### config.mk
export PLATFORM = sky130hd
export DESIGN_NAME = tdpu_dot_accum
export DESIGN_NICKNAME = d
export VERILOG_FILES = /design/src/rtl/tdpu_dot_accum.sv
export SDC_FILE = /design/constraint.sdc
export NUM_CORES = 1
export LEC_CHECK = 0
export CORE_MARGIN = 2
export CORE_UTILIZATION = 40
export DETAILED_ROUTE_END_ITERATION = 16
export DONT_BUFFER_PORTS = 1
export HOLD_SLACK_MARGIN = 0.02
export PLACE_DENSITY = 0.64
export SETUP_SLACK_MARGIN = 0.2
export SKIP_CTS_REPAIR_TIMING = 1
export SLEW_MARGIN = 20
export SYNTH_ARGS = -nofsm -noshare
export SYNTH_HDL_FRONTEND = slang
export SYNTH_SLANG_ARGS = --single-unit
export TNS_END_PERCENT = 5
### constraint.sdc
create_clock -name i_clk -period 6.9 [get_ports i_clk]
set_input_delay 0.69 -clock i_clk [delete_from_list [all_inputs] [get_ports i_clk]]
set_output_delay 0.69 -clock i_clk [all_outputs]
set_load 0.01 [all_outputs]
### src/rtl/tdpu_dot_accum.sv
// tdpu_dot_accum: pipelined ternary dot-product engine.
// Lane products -> registered sum -> accumulate across beats.

package package_def;
   typedef enum logic [1:0] {
      W_ZERO = 2'b00,
      W_POS  = 2'b01,
      W_NEG  = 2'b10
   } weight_t;
endpackage

module tdpu_dot_accum
   import package_def::*;
#(
   parameter int LEN      = 16,
   parameter int DATA_W   = 8,
   parameter int ACC_W    = 32,
   parameter bit SATURATE = 1'b1
) (
   input  logic                           i_clk,
   input  logic                           i_rst,
   input  logic                           i_valid,
   output logic                           o_ready,
   input  logic [LEN-1:0][DATA_W-1:0]     i_data,
   input  weight_t [LEN-1:0]              i_weight,
   input  logic                           i_last,
   output logic                           o_valid,
   input  logic                           i_ready,
   output logic signed [ACC_W-1:0]        o_result,
   output logic                           o_overflow
);
   localparam int PROD_W = DATA_W + 1;
   localparam int SUM_W  = DATA_W + $clog2(LEN) + 1;
   localparam int T_W    = ACC_W + 1;

   localparam logic signed [ACC_W-1:0] ACC_MAX =
      {1'b0, {(ACC_W-1){1'b1}}};
   localparam logic signed [ACC_W-1:0] ACC_MIN =
      {1'b1, {(ACC_W-1){1'b0}}};

   logic                       en;
   logic [LEN-1:0][PROD_W-1:0] prod_d;
   logic [LEN-1:0][PROD_W-1:0] s1_prod;
   logic                       s1_valid;
   logic                       s1_last;
   logic signed [SUM_W-1:0]    sum_d;
   logic signed [SUM_W-1:0]    s2_sum;
   logic                       s2_valid;
   logic                       s2_last;
   logic signed [ACC_W-1:0]    acc;
   logic signed [ACC_W-1:0]    base;
   logic signed [ACC_W-1:0]    value;
   logic signed [T_W-1:0]      t;
   logic                       first;
   logic                       ovf_acc;
   logic                       ovf_step;

   // A held result freezes every stage at once.
   assign en      = !(o_valid && !i_ready);
   assign o_ready = en;

   // One extra bit lets -(-2^(DATA_W-1)) stay positive.
   always_comb begin
      prod_d = '0;
      for (int i = 0; i < LEN; i++) begin
         unique case (i_weight[i])
            W_POS:   prod_d[i] = PROD_W'($signed(i_data[i]));
            W_NEG:   prod_d[i] = -PROD_W'($signed(i_data[i]));
            default: prod_d[i] = '0;
         endcase
      end
   end

   // Lane stage: products only load on an accepted beat.
   always_ff @(posedge i_clk or posedge i_rst) begin
      if (i_rst) begin
         s1_valid <= 1'b0;
         s1_last  <= 1'b0;
         s1_prod  <= '0;
      end else if (en) begin
         s1_valid <= i_valid;
         s1_last  <= i_last;
         if (i_valid)
            s1_prod <= prod_d;
      end
   end

   // Reduce all lane products; width covers the worst-case sum.
   always_comb begin
      sum_d = '0;
      for (int i = 0; i < LEN; i++)
         sum_d = sum_d + SUM_W'($signed(s1_prod[i]));
   end

   // Tree stage: register the reduced beat sum.
   always_ff @(posedge i_clk or posedge i_rst) begin
      if (i_rst) begin
         s2_valid <= 1'b0;
         s2_last  <= 1'b0;
         s2_sum   <= '0;
      end else if (en) begin
         s2_valid <= s1_valid;
         s2_last  <= s1_last;
         if (s1_valid)
            s2_sum <= sum_d;
      end
   end

   // Full-precision add, then clamp or wrap back to ACC_W bits.
   always_comb begin
      base     = first ? '0 : acc;
      t        = T_W'(base) + T_W'(s2_sum);
      ovf_step = t[T_W-1] != t[T_W-2];
      value    = t[ACC_W-1:0];
      if (SATURATE && ovf_step)
         value = t[T_W-1] ? ACC_MIN : ACC_MAX;
   end

   // Accumulate stage: fold beats, publish on the last one.
   always_ff @(posedge i_clk or posedge i_rst) begin
      if (i_rst) begin
         acc        <= '0;
         first      <= 1'b1;
         ovf_acc    <= 1'b0;
         o_valid    <= 1'b0;
         o_result   <= '0;
         o_overflow <= 1'b0;
      end else if (en) begin
         o_valid <= 1'b0;
         if (s2_valid) begin
            if (s2_last) begin
               o_valid    <= 1'b1;
               o_result   <= value;
               o_overflow <= ovf_acc | ovf_step;
               acc        <= '0;
               first      <= 1'b1;
               ovf_acc    <= 1'b0;
            end else begin
               acc     <= value;
               first   <= 1'b0;
               ovf_acc <= ovf_acc | ovf_step;
            end
         end
      end
   end

endmodule
After elaboration in Yosys (flattened, before gate mapping)
Index checks and enable logic that the tools add are counted.
{"block": "classes", "mux": 23, "bitwise": 2, "add_sub_neg": 32, "n_reduce_logical": 7, "eq_ne": 33}
{"cell": "$pmux 9 s2", "n": 16}
{"cell": "$neg 8->9", "n": 16}
{"cell": "$add 13x9->13", "n": 11}
{"cell": "$mux 32", "n": 4}
{"cell": "$add 32x13->33", "n": 1}
{"cell": "$eq 2x1->1 const B", "n": 16}
{"cell": "$eq 2x2->1 const B", "n": 16}
{"cell": "$add 12x9->13", "n": 1}
{"cell": "$add 11x9->12", "n": 1}
{"cell": "$add 10x9->11", "n": 1}
{"cell": "$add 9x9->10", "n": 1}
{"cell": "$reduce_and 2->1", "n": 3}
{"cell": "$mux 1", "n": 3}
{"cell": "$reduce_and 3->1", "n": 1}
{"cell": "$logic_not 1->1", "n": 2}
{"cell": "$logic_and 1x1->1", "n": 1}
{"cell": "$ne 1x1->1", "n": 1}
{"cell": "$not 1->1", "n": 1}
{"cell": "$or 1x1->1", "n": 1}
{"block": "totals", "input_bits": 165, "regBits": 229, "wordCells": 124, "output_inout_bits": 35}

Logic depth before layout (Yosys ltp)
{"block": "depth", "depth_word": 15, "mapped_depth": 23}

Worst setup path after synthesis
Ideal clock, no wire load.
{"block": "synth_path", "path_kind": "reg-to-reg", "startpoint": "register s1_prod[2] (netlist name)", "endpoint": "register s2_sum[12]", "arrival_ps": 5392, "path_stages_with_launch": 22, "slack_ps": 1373, "synth_period_minus_slack_ps": 5527, "required_ps": 6766, "cell_sequence": "dfrtp_1 > inv_1 > fa_1 > inv_1 > fa_1 > fa_1 > fa_1 > fa_1 > inv_1 > fa_1 > inv_1 > ha_1 > fa_1 > a21o_1 > a21oi_1 > o21bai_1 > a21oi_1 > o21a_1 > nor2_1 > a21oi_1 > xnor2_1 > o21ai_0"}
{"block": "synth_between", "elab_chain_len": 15}
{"item": "start, declared", "line": "43", "source": "logic [LEN-1:0][PROD_W-1:0] s1_prod;"}
{"item": "start signal, assigned", "line": "84", "source": "s1_prod <= prod_d;"}
{"item": "$add 9x9->10", "line": "92", "source": "sum_d = sum_d + SUM_W'($signed(s1_prod[i]));"}
{"item": "$add 10x9->11", "line": "92"}
{"item": "$add 11x9->12", "line": "92"}
{"item": "$add 12x9->13", "line": "92"}
{"item": "$add 13x9->13 (11 in series)", "line": "92"}
{"item": "end signal, assigned", "line": "105", "source": "s2_sum <= sum_d;"}
{"item": "end, declared", "line": "47", "source": "logic signed [SUM_W-1:0] s2_sum;"}
Every way passes these cells.
A chain may end at the register's enable or synchronous reset.

Worst setup path in the final report
Ends and elaborated chain as after synthesis.

==> qor.yml <==
cts.sinks: 229
clkTransAtPathRegs_ps: 60
ant_nets: 0
layout_commonest_cell: "inv_1"
hold_viol: 0
critPathCaptureType: "flip-flop"
max_freq_ghz: 0.169
period_share_pct: 86.0
synth_edf_count: 0
grt_use_total_pct: 19.9
r2r_cells: 21
drive_gt1_share_pct: 4.05
firstDrtPassIters: 5
numCtsBuffers: 28
ys_warn_count: 0
setup_viol: 0
max_slew_margin_pct: 28.9
wl_um: 47000
clock-root-buffer: "clkbuf_16"
worst_clock_skew_ps: 35.0
critical_path_class: "flip-flop to flip-flop"
htree_levels: 1
insertion_delay_ps: 580
syn_to_final_growth_pct: 7.45
nets: 2428
antenna_found_initial: 1
vias: 14400
io_buffers: 0
drt_iter0_drc: 941
drc: 0
status: "complete, no violations"
synth-seq-cells: 229
rows: 78
worst_pin_slew_ps: 1060
grt_max_degree: 194
place_area_um2: 18800
core_area_um2: 45300
grt_pass1_vias: 14500
fp.dieW_um: 218
peakVddDrop_uv: 637
p_leak_uw: 0.00908
final_cell_mix: "inv_1, dfrtp_1, o21ai_0"
ys_async_sr_fraction_pct: 100
initial_core_util_pct: 40.5
rsz0062_at_grt: "false"
cellPowerDensity_nw_per_um2: 555
chipHeight_um: 218
maxCapViolCount: 0
hpwl_um: 36800
cp_num_buf_inv: 4
antenna_cells: 0
slowest_stage: "fa_1"
path_max_fanout: 3
die_area_um2: 47600
regToRegStartpoint: "s1_prod[2]"
avgSynthCellArea_um2: 8.82
cts_tree: "done"
r2r_end: "s2_sum[12]"
crit_required_ps: 7300
avgViaCountPerCell: 5.43
grt_overflow: 0
wl_per_cell_um: 17.7
path_cells: "inv_1 -> fa_1 -> inv_1 -> fa_1 -> fa_1 -> fa_1 -> fa_1 -> inv_1 -> fa_1 -> inv_1 -> ha_1 -> fa_1 -> a21o_1 -> a21oi_1 -> o21bai_1 -> a21oi_1 -> o21a_1 -> nor2_1 -> a21oi_1 -> xnor2_1 -> o21ai_0"
synthCells: 2080
cp_slowest_stage_delay_ps: 560
r2r_setup_slack_ps: 970
final.min_clock_period_ps: 5930
grt_pass1_wl_um: 76000
ios: 200
place_congestion: 0.886
netlist-cell-type-count: 64
hold_path_class: "input pin to async pin"
arrival_ps: 6330
slew_viol_final: 0
crit_path_start_kind: "flip-flop"
tns_ps: 0
synth.yosys.seq_area_share_pct: 31.2
syn_nets: 2478
syn-cell-area_um2: 18400
synth_ff_type: "dfrtp_1"
cts_max_path_buffers: 3
crit_top_cell: "fa_1"
critPathTopFamily: "adder cells"
stdcell_area_um2: 19700
==> cell type report <==
cell class              instances  area [µm²]
fillers                      4444       25600
multi-input cells            1434       11000
flip-flops and latches        229        5730
inverters                     333        1260
clock buffers                  38         788
well taps                     600         751
clock inverters                13         111
repair buffers                  4        55.1
==> cell usage after synthesis, types with 26 or more instances <==
cell type	n	area share (%)
nand2b_1	32	1.1
o31ai_1	49	2.0
ha_1	98	6.7
nor2_1	94	1.9
a21oi_1	90	2.5
xnor2_1	26	1.2
dfrtp_1	228	31
inv_1	332	6.8
o21ai_0	214	5.8
clkbuf_1	68	1.4
nor2b_1	34	1.2
nand2_1	215	4.4
o21ai_1	39	1.1
nor3_1	63	1.7
fa_1	135	15
a22o_1	116	5.5
==> worst max-delay path by stage <==
stage	to	slack (ps)	cells after the start	start
after floorplan	s2_sum[12]	1370	21	s1_prod[2]
after global placement	s2_sum[12]	1120	21	s1_prod[2]
after detailed placement	s2_sum[12]	1030	21	s1_prod[2]
after CTS	s2_sum[12]	950	21	s1_prod[2]
after global routing	s2_sum[12]	630	21	s1_prod[2]
final	s2_sum[12]	970	21	s1_prod[2]
==> routing by layer <==
layer	up-vias	GRT usage, %	wire length, µm
met1	6977	26.0	20600
met5	-	0	13
met4	2	5.40	1350
li1	6956	-	-
met2	370	33.3	22400
met3	83	4.13	2710
==> state kept, by name, indices dropped and copies added (netlist names) <==
signal / flops
o_valid: 1
ovf_acc: 1
o_overflow: 1
s1_valid: 1
s2_sum: 13
o_result: 32
s2_valid: 1
s1_last: 1
acc: 32
s1_prod: 144
first: 1
s2_last: 1
==> metrics by stage <==
stage | instances | total power, µW | util (%) | setup slack, ps | hold WS, ps
after floorplan | 2080 | 7810 | - | 1370 | 442
after global placement | 2600 | 9420 | 41.6 | 1120 | 455
after detailed placement | 2600 | 9600 | 41.6 | 1030 | 465
after CTS | 2651 | 11100 | 43.5 | 952 | 136
after global routing | 2651 | 12200 | 43.5 | 630 | 178
final | 2651 | 10900 | 43.5 | 966 | 125
==> report_power, final <==
| part | internal [µW] | switching (µW) |
|---|---|---|
| Clock | 836 | 595 |
| Combinational | 3180 | 4300 |
| Sequential | 1710 | 320 |
==> cells by family after synthesis <==
kind of cell / synth area share, %
xor+xnor: 2.19
fa+ha+maj: 21.4
compound gates: 22.7
mux: 1.47
flops: 31.2
buf+inv: 8.74
simple gates: 12.3
Power figures use the tool's default switching activity.
